==> config.mk <==
export PLATFORM = sky130hd
export DESIGN_NAME = sonic_pcs_eth_10g_mac_st_timing_adapter_rl
export DESIGN_NICKNAME = d
export VERILOG_FILES = /design/src/rtl/sonic_pcs_eth_10g_mac_st_timing_adapter_rl.sv
export SDC_FILE = /design/constraint.sdc
export NUM_CORES = 1
export LEC_CHECK = 0
export ABC_AREA = 1
export CAP_MARGIN = 20
export CELL_PAD_IN_SITES_DETAIL_PLACEMENT = 0
export CELL_PAD_IN_SITES_GLOBAL_PLACEMENT = 1
export CORE_ASPECT_RATIO = 1.25
export CORE_MARGIN = 4
export CORE_UTILIZATION = 41
export CTS_CLUSTER_SIZE = 20
export DETAILED_ROUTE_END_ITERATION = 7
export PLACE_DENSITY = 0.74
export SLEW_MARGIN = 5
export SYNTH_ARGS = -nofsm -noshare
export SYNTH_HDL_FRONTEND = slang
export SYNTH_SLANG_ARGS = --single-unit
==> constraint.sdc <==
create_clock -name clk -period 3.9 [get_ports clk]
set_clock_uncertainty 0.2 [all_clocks]
set_input_delay 0.975 -clock clk [delete_from_list [all_inputs] [get_ports clk]]
set_output_delay 0.975 -clock clk [all_outputs]
set_load 0.03 [all_outputs]
==> src/rtl/sonic_pcs_eth_10g_mac_st_timing_adapter_rl.sv <==
// Avalon-ST timing adapter: upstream ready latency IN_READY_LATENCY to a
// downstream ready latency of 0, with a small first-word-fall-through FIFO
// that absorbs in-flight beats so downstream backpressure is honoured.
// Optional build macro SONIC_ST_TA_BP_STATS_EN adds bp_cycles / max_occ.
// Optional build macro SONIC_ST_TA_PROTOCOL_CHECK enables simulation-only
// $error reports for overflow and for beats sent without a ready grant.
module sonic_pcs_eth_10g_mac_st_timing_adapter_rl #(
   parameter int DATA_W           = 64,
   parameter int EMPTY_W          = 3,
   parameter int IN_READY_LATENCY = 0,
   parameter int DEPTH            = 4
) (
   input  logic                     clk,
   input  logic                     reset,
   input  logic                     in_valid,
   input  logic [DATA_W-1:0]        in_data,
   input  logic                     in_error,
   input  logic                     in_startofpacket,
   input  logic                     in_endofpacket,
   input  logic [EMPTY_W-1:0]       in_empty,
   output logic                     in_ready,
   output logic                     out_valid,
   output logic [DATA_W-1:0]        out_data,
   output logic                     out_error,
   output logic                     out_startofpacket,
   output logic                     out_endofpacket,
   output logic [EMPTY_W-1:0]       out_empty,
   input  logic                     out_ready,
   output logic                     overflow
`ifdef SONIC_ST_TA_BP_STATS_EN
   ,
   output logic [31:0]              bp_cycles,
   output logic [$clog2(DEPTH):0]   max_occ
`endif
);

   localparam int AW   = $clog2(DEPTH);
   localparam int PW   = (AW > 0) ? AW : 1;
   localparam int CW   = AW + 2;
   localparam int PL_W = DATA_W + EMPTY_W + 3;
   localparam int HW   = (IN_READY_LATENCY > 0) ? IN_READY_LATENCY : 1;

   if (DEPTH < 1 || (DEPTH & (DEPTH - 1)) != 0 ||
       DEPTH < IN_READY_LATENCY + 1) begin : g_bad_depth
      $error("DEPTH must be a power of two >= IN_READY_LATENCY+1");
   end
   if (IN_READY_LATENCY < 0 || IN_READY_LATENCY > 4) begin : g_bad_rl
      $error("IN_READY_LATENCY must be in 0..4");
   end

   logic [PL_W-1:0] mem [DEPTH];
   logic [AW:0]     occ;
   logic [PW-1:0]   wr_ptr;
   logic [PW-1:0]   rd_ptr;
   logic [CW-1:0]   pending;
   logic            full;
   logic            pop;
   logic            push;
   logic            drop;

`ifdef SONIC_ST_TA_PROTOCOL_CHECK
   logic            grant;
`endif

   if (IN_READY_LATENCY == 0) begin : g_rl0
      assign pending = '0;
`ifdef SONIC_ST_TA_PROTOCOL_CHECK
      assign grant = in_ready;
`endif
   end else begin : g_rln
      logic [HW-1:0] rdy_hist;

      // Shift in this cycle's ready grant; bit i is the grant i+1 cycles ago.
      always_ff @(posedge clk or posedge reset) begin
         if (reset) rdy_hist <= '0;
         else       rdy_hist <= HW'({rdy_hist, in_ready});
      end

      // Grants still in flight: each may deliver one beat in a later cycle.
      always_comb begin
         pending = '0;
         for (int i = 0; i < IN_READY_LATENCY; i++)
            pending = pending + CW'(rdy_hist[i]);
      end

`ifdef SONIC_ST_TA_PROTOCOL_CHECK
      assign grant = rdy_hist[HW-1];
`endif
   end

   assign full      = (occ == (AW+1)'(DEPTH));
   assign out_valid = (occ != '0);
   assign pop       = out_valid & out_ready;
   assign push      = in_valid & (~full | pop);
   assign drop      = in_valid & full & ~pop;
   assign in_ready  = (CW'(occ) + pending) < CW'(DEPTH);

   assign {out_data, out_error, out_startofpacket,
           out_endofpacket, out_empty} = mem[rd_ptr];

   // Payload storage; contents are don't-care after reset.
   always_ff @(posedge clk) begin
      if (push)
         mem[wr_ptr] <= {in_data, in_error, in_startofpacket,
                         in_endofpacket, in_empty};
   end

   // Pointers, occupancy and the sticky overflow flag.
   always_ff @(posedge clk or posedge reset) begin
      if (reset) begin
         occ      <= '0;
         wr_ptr   <= '0;
         rd_ptr   <= '0;
         overflow <= 1'b0;
      end else begin
         if (push)
            wr_ptr <= (wr_ptr == PW'(DEPTH-1)) ? '0 : wr_ptr + PW'(1);
         if (pop)
            rd_ptr <= (rd_ptr == PW'(DEPTH-1)) ? '0 : rd_ptr + PW'(1);
         if (push && !pop)
            occ <= occ + (AW+1)'(1);
         else if (pop && !push)
            occ <= occ - (AW+1)'(1);
         if (drop)
            overflow <= 1'b1;
      end
   end

`ifdef SONIC_ST_TA_BP_STATS_EN
   // Saturating backpressure counter and occupancy high-water mark.
   always_ff @(posedge clk or posedge reset) begin
      if (reset) begin
         bp_cycles <= '0;
         max_occ   <= '0;
      end else begin
         if (out_valid && !out_ready && bp_cycles != 32'hFFFF_FFFF)
            bp_cycles <= bp_cycles + 32'd1;
         if (occ > max_occ)
            max_occ <= occ;
      end
   end
`endif

`ifdef SONIC_ST_TA_PROTOCOL_CHECK
   // Report upstream protocol violations as they happen.
   always_ff @(posedge clk) begin
      if (!reset && drop && !overflow)
         $error("st_timing_adapter: beat dropped, FIFO full");
      if (!reset && in_valid && !grant)
         $error("st_timing_adapter: in_valid without ready grant");
   end
`endif

endmodule

==> results.md <==
- Status: completed
- Multiplexer area fraction after synthesis: 0%
- Clock transition at path regs: 0.06 ns
- RSZ-0062 raised after global routing: no
- Layout cell share with drive strength beyond 1: 6.79%
- Hold Crit Class: flip-flop to flip-flop
- Avg WL per Cell: 15.8 µm
- Via count: 6722
- # DRC: 0
- Flop-to-flop setup slack: 1.58 ns
- PortBufs: 146
- Placed cell count: 1347
- Post-synth top area cell: edfxtp_1
- Synth warn: 0
- CP Data Arrival Time: 2.53 ns
- Tmin final: 3.71 ns
- Adder-cell share of the synthesized area: 0.826%
- Fin. max-slew vios: 0
- FP Rows: 68
- Clock sinks: 288
- Setup violators final: 0
- Proportion of netlist area held by the largest area contributor: 73.0%
- ANT nets after route: 0
- Root Buffer: clkbuf_16
- Hold Fails Final Rpt: 0
- Gr usage total: 14.0%
- Total power: 11600 µW
- Largest net degree at the start of global routing: 71
- Grt total ovfl: 0
- HPWL Detailed: 13100 µm
- Area of the multi-input gates: 2080 µm²
- Compound-gate portion of the synthesized area: 11.1%
- Area of the core: 27700 µm²
- Post-CTS resize count: 0
- Area contributors post-synth: edfxtp_1 (73%), nand2_1 (5.2%), inv_1 (5.0%)
- First-pass DRT Iterations: 4
- Largest family of logic cells by synthesized area: compound AO/OA/AOI/OAI gates
- Drt total wl: 22000 µm
- Final worst path period share: 95.0%
- Initial antenna violation count: 2
- Die W: 158 µm
- CP Data Required Time: 2.72 ns
- Startpoint Class: flip-flop
- Initial Util: 41.6%
- Cells after synthesis: 880
- Fillers: 2308
- Post-synthesis net count: 961
- LEAKAGE: 0.00540 µW
- MaxCap Viol Count: 0
- Max Clk Rate: 0.270 GHz
- Synthesis-stage register bit count: 288
- Rel. slew slack: 68.4%
- Synth Area in XOR/XNOR: 0.0761%
- Final non-filler cell total: 1396
- Num CTS Buffers: 27
- Sequential cell area fraction in the yosys report: 74.8%
- Library cells used by synthesis: 19
- CP Class: flip-flop to primary output
- GP Congestion: 0.716
- Cell Area, Synth: 11500 µm²
- H-tree level count: 1
- Vias per cell: 4.82
- Max FO, Critical Path: 61
- PD cells: 809 nW/µm²
- Vias in the first global route: 6420
- Post-Synth Simple-Gate Area: 5.71%
- Register area: 8620 µm²
- Worst-margin pin slew: 0.473 ns
- Area growth, synth to finish: 24.4%
- Final nets: 1108
- VDD IR max: 0.000383 V
- Post-Syn Area per Cell: 13.1 µm²
- DRT iter0 DRCs: 346
- CP Capture Type: primary output
- I/O pin total: 147
- Die footprint: 30800 µm²
- CTS max path bufs: 3
- First-pass GRT wire length: 34100 µm
- CTS tree: built
- DIE HEIGHT: 195 µm
- Worst skew pair latency: 0.51 ns
## critical path, cell delays in order (launching register included)
cell and delay, ns:
dfrtp_4 0.67, buf_12 0.27, a21oi_1 0.17, o21ai_0 0.09, nand2_1 0.11, clkdlybuf4s50_1 0.68
## registers in the layout, summed over array words and instances (netlist names)
signal,flops
wr_ptr,2
rd_ptr,2
mem,280
overflow,1
occ,3
## power breakdown
| group | internal, µW | total (µW) | switching [µW] | leakage [µW] |
|---|---|---|---|---|
| clock network | 1460 | 2500 | 1030 | 0.000413 |
| registers | 4050 | 4300 | 252 | 0.00266 |
| logic | 1800 | 4790 | 2990 | 0.00232 |
| total | 7320 | 11600 | 4270 | 0.00540 |
## routing by layer
layer  part of all wire, %  vias up  wire length [µm]  track usage [%]
li1                      -     3342                 -                -
met1                    42     3216              9200             17.6
met2                    51      128             11300             24.7
met3                   4.5       34               996             2.62
met4                   2.3        2               499             3.86
met5                 0.068        -                15                0
## synth_stat cells (all sizes together)
library cell,n
a21oi,70
buf,35
clkbuf,12
dfrtp,8
edfxtp,280
fa,1
ha,6
inv,153
nand2,159
nand3,5
nand4,1
nor2,8
o211ai,70
o21ai,70
o21bai,1
xnor2,1
## cells by family (layout without fill, tap and decap cells)
group,Yosys count,after routing
other,0,1
AO/OA/AOI/OAI,211,211
AND/OR/NAND/NOR,173,173
flip-flops,288,288
buffers and inverters,200,365
XOR/XNOR,1,1
adder cells (fa/ha/maj),7,7
## placed cells by master (no fill, tap or decap), types with 2 or more instances in the layout
cell type and count:
edfxtp_1 280, nand2_1 159, inv_1 153, clkdlybuf4s50_1 146
a21oi_1 70, o21ai_0 70, o211ai_1 60, clkbuf_16 27
buf_12 12, o211ai_2 10, clkbuf_1 7, ha_1 6
dfrtp_1 6, buf_4 6, nand3_1 5, clkinv_2 5
nor2_1 4, nor2_4 4, clkinv_1 4, bufinv_16 3
dfrtp_4 2
## through the flow
| stage | utilization (%) | hold WS (ns) | cell area, µm² | TNS (ns) | worst slack, ns |
|---|---|---|---|---|---|
| floorplan | - | 0.242 | 11500 | -279.33 | -0.998 |
| global placement | 48.6 | 0.278 | 13500 | 0 | 0.605 |
| detailed placement | 48.6 | 0.270 | 13500 | 0 | 0.602 |
| CTS | 51.7 | 0.284 | 14300 | 0 | 0.0776 |
| global route | 51.8 | 0.313 | 14300 | 0 | 0.0272 |
| finish | 51.8 | 0.278 | 14300 | 0 | 0.194 |
## path summary, 6_finish.rpt
| check | start | end | cells past startpoint |
|---|---|---|---|
| min | occ[2] | occ[2] | 2 |
| min in group asynchronous | reset | wr_ptr[1] | 2 |
| max reg2reg | occ[1] | occ[1] | 9 |
| max | rd_ptr[0] | out_data[14] | 5 |
| min reg2reg | occ[2] | occ[2] | 2 |
| max in group asynchronous | reset | rd_ptr[1] | 2 |
## cell type report
cell class	instances	area share, %
Sequential cell	288	60.2
Multi-Input combinational cell	392	14.5
Timing Repair Buffer	165	12.4
Clock buffer	34	4.90
Inverter	153	4.01
Tap cell	350	3.06
Clock inverter	13	0.970
Antenna cell	1	0.0175
## timing repair
item	CTS	global route
buffers inserted	0	1
hold endpoints to repair	0	0
hold buffers	0	0
endpoints found under the setup margin	0	2
No activity file was read; power rests on OpenSTA's default activity.
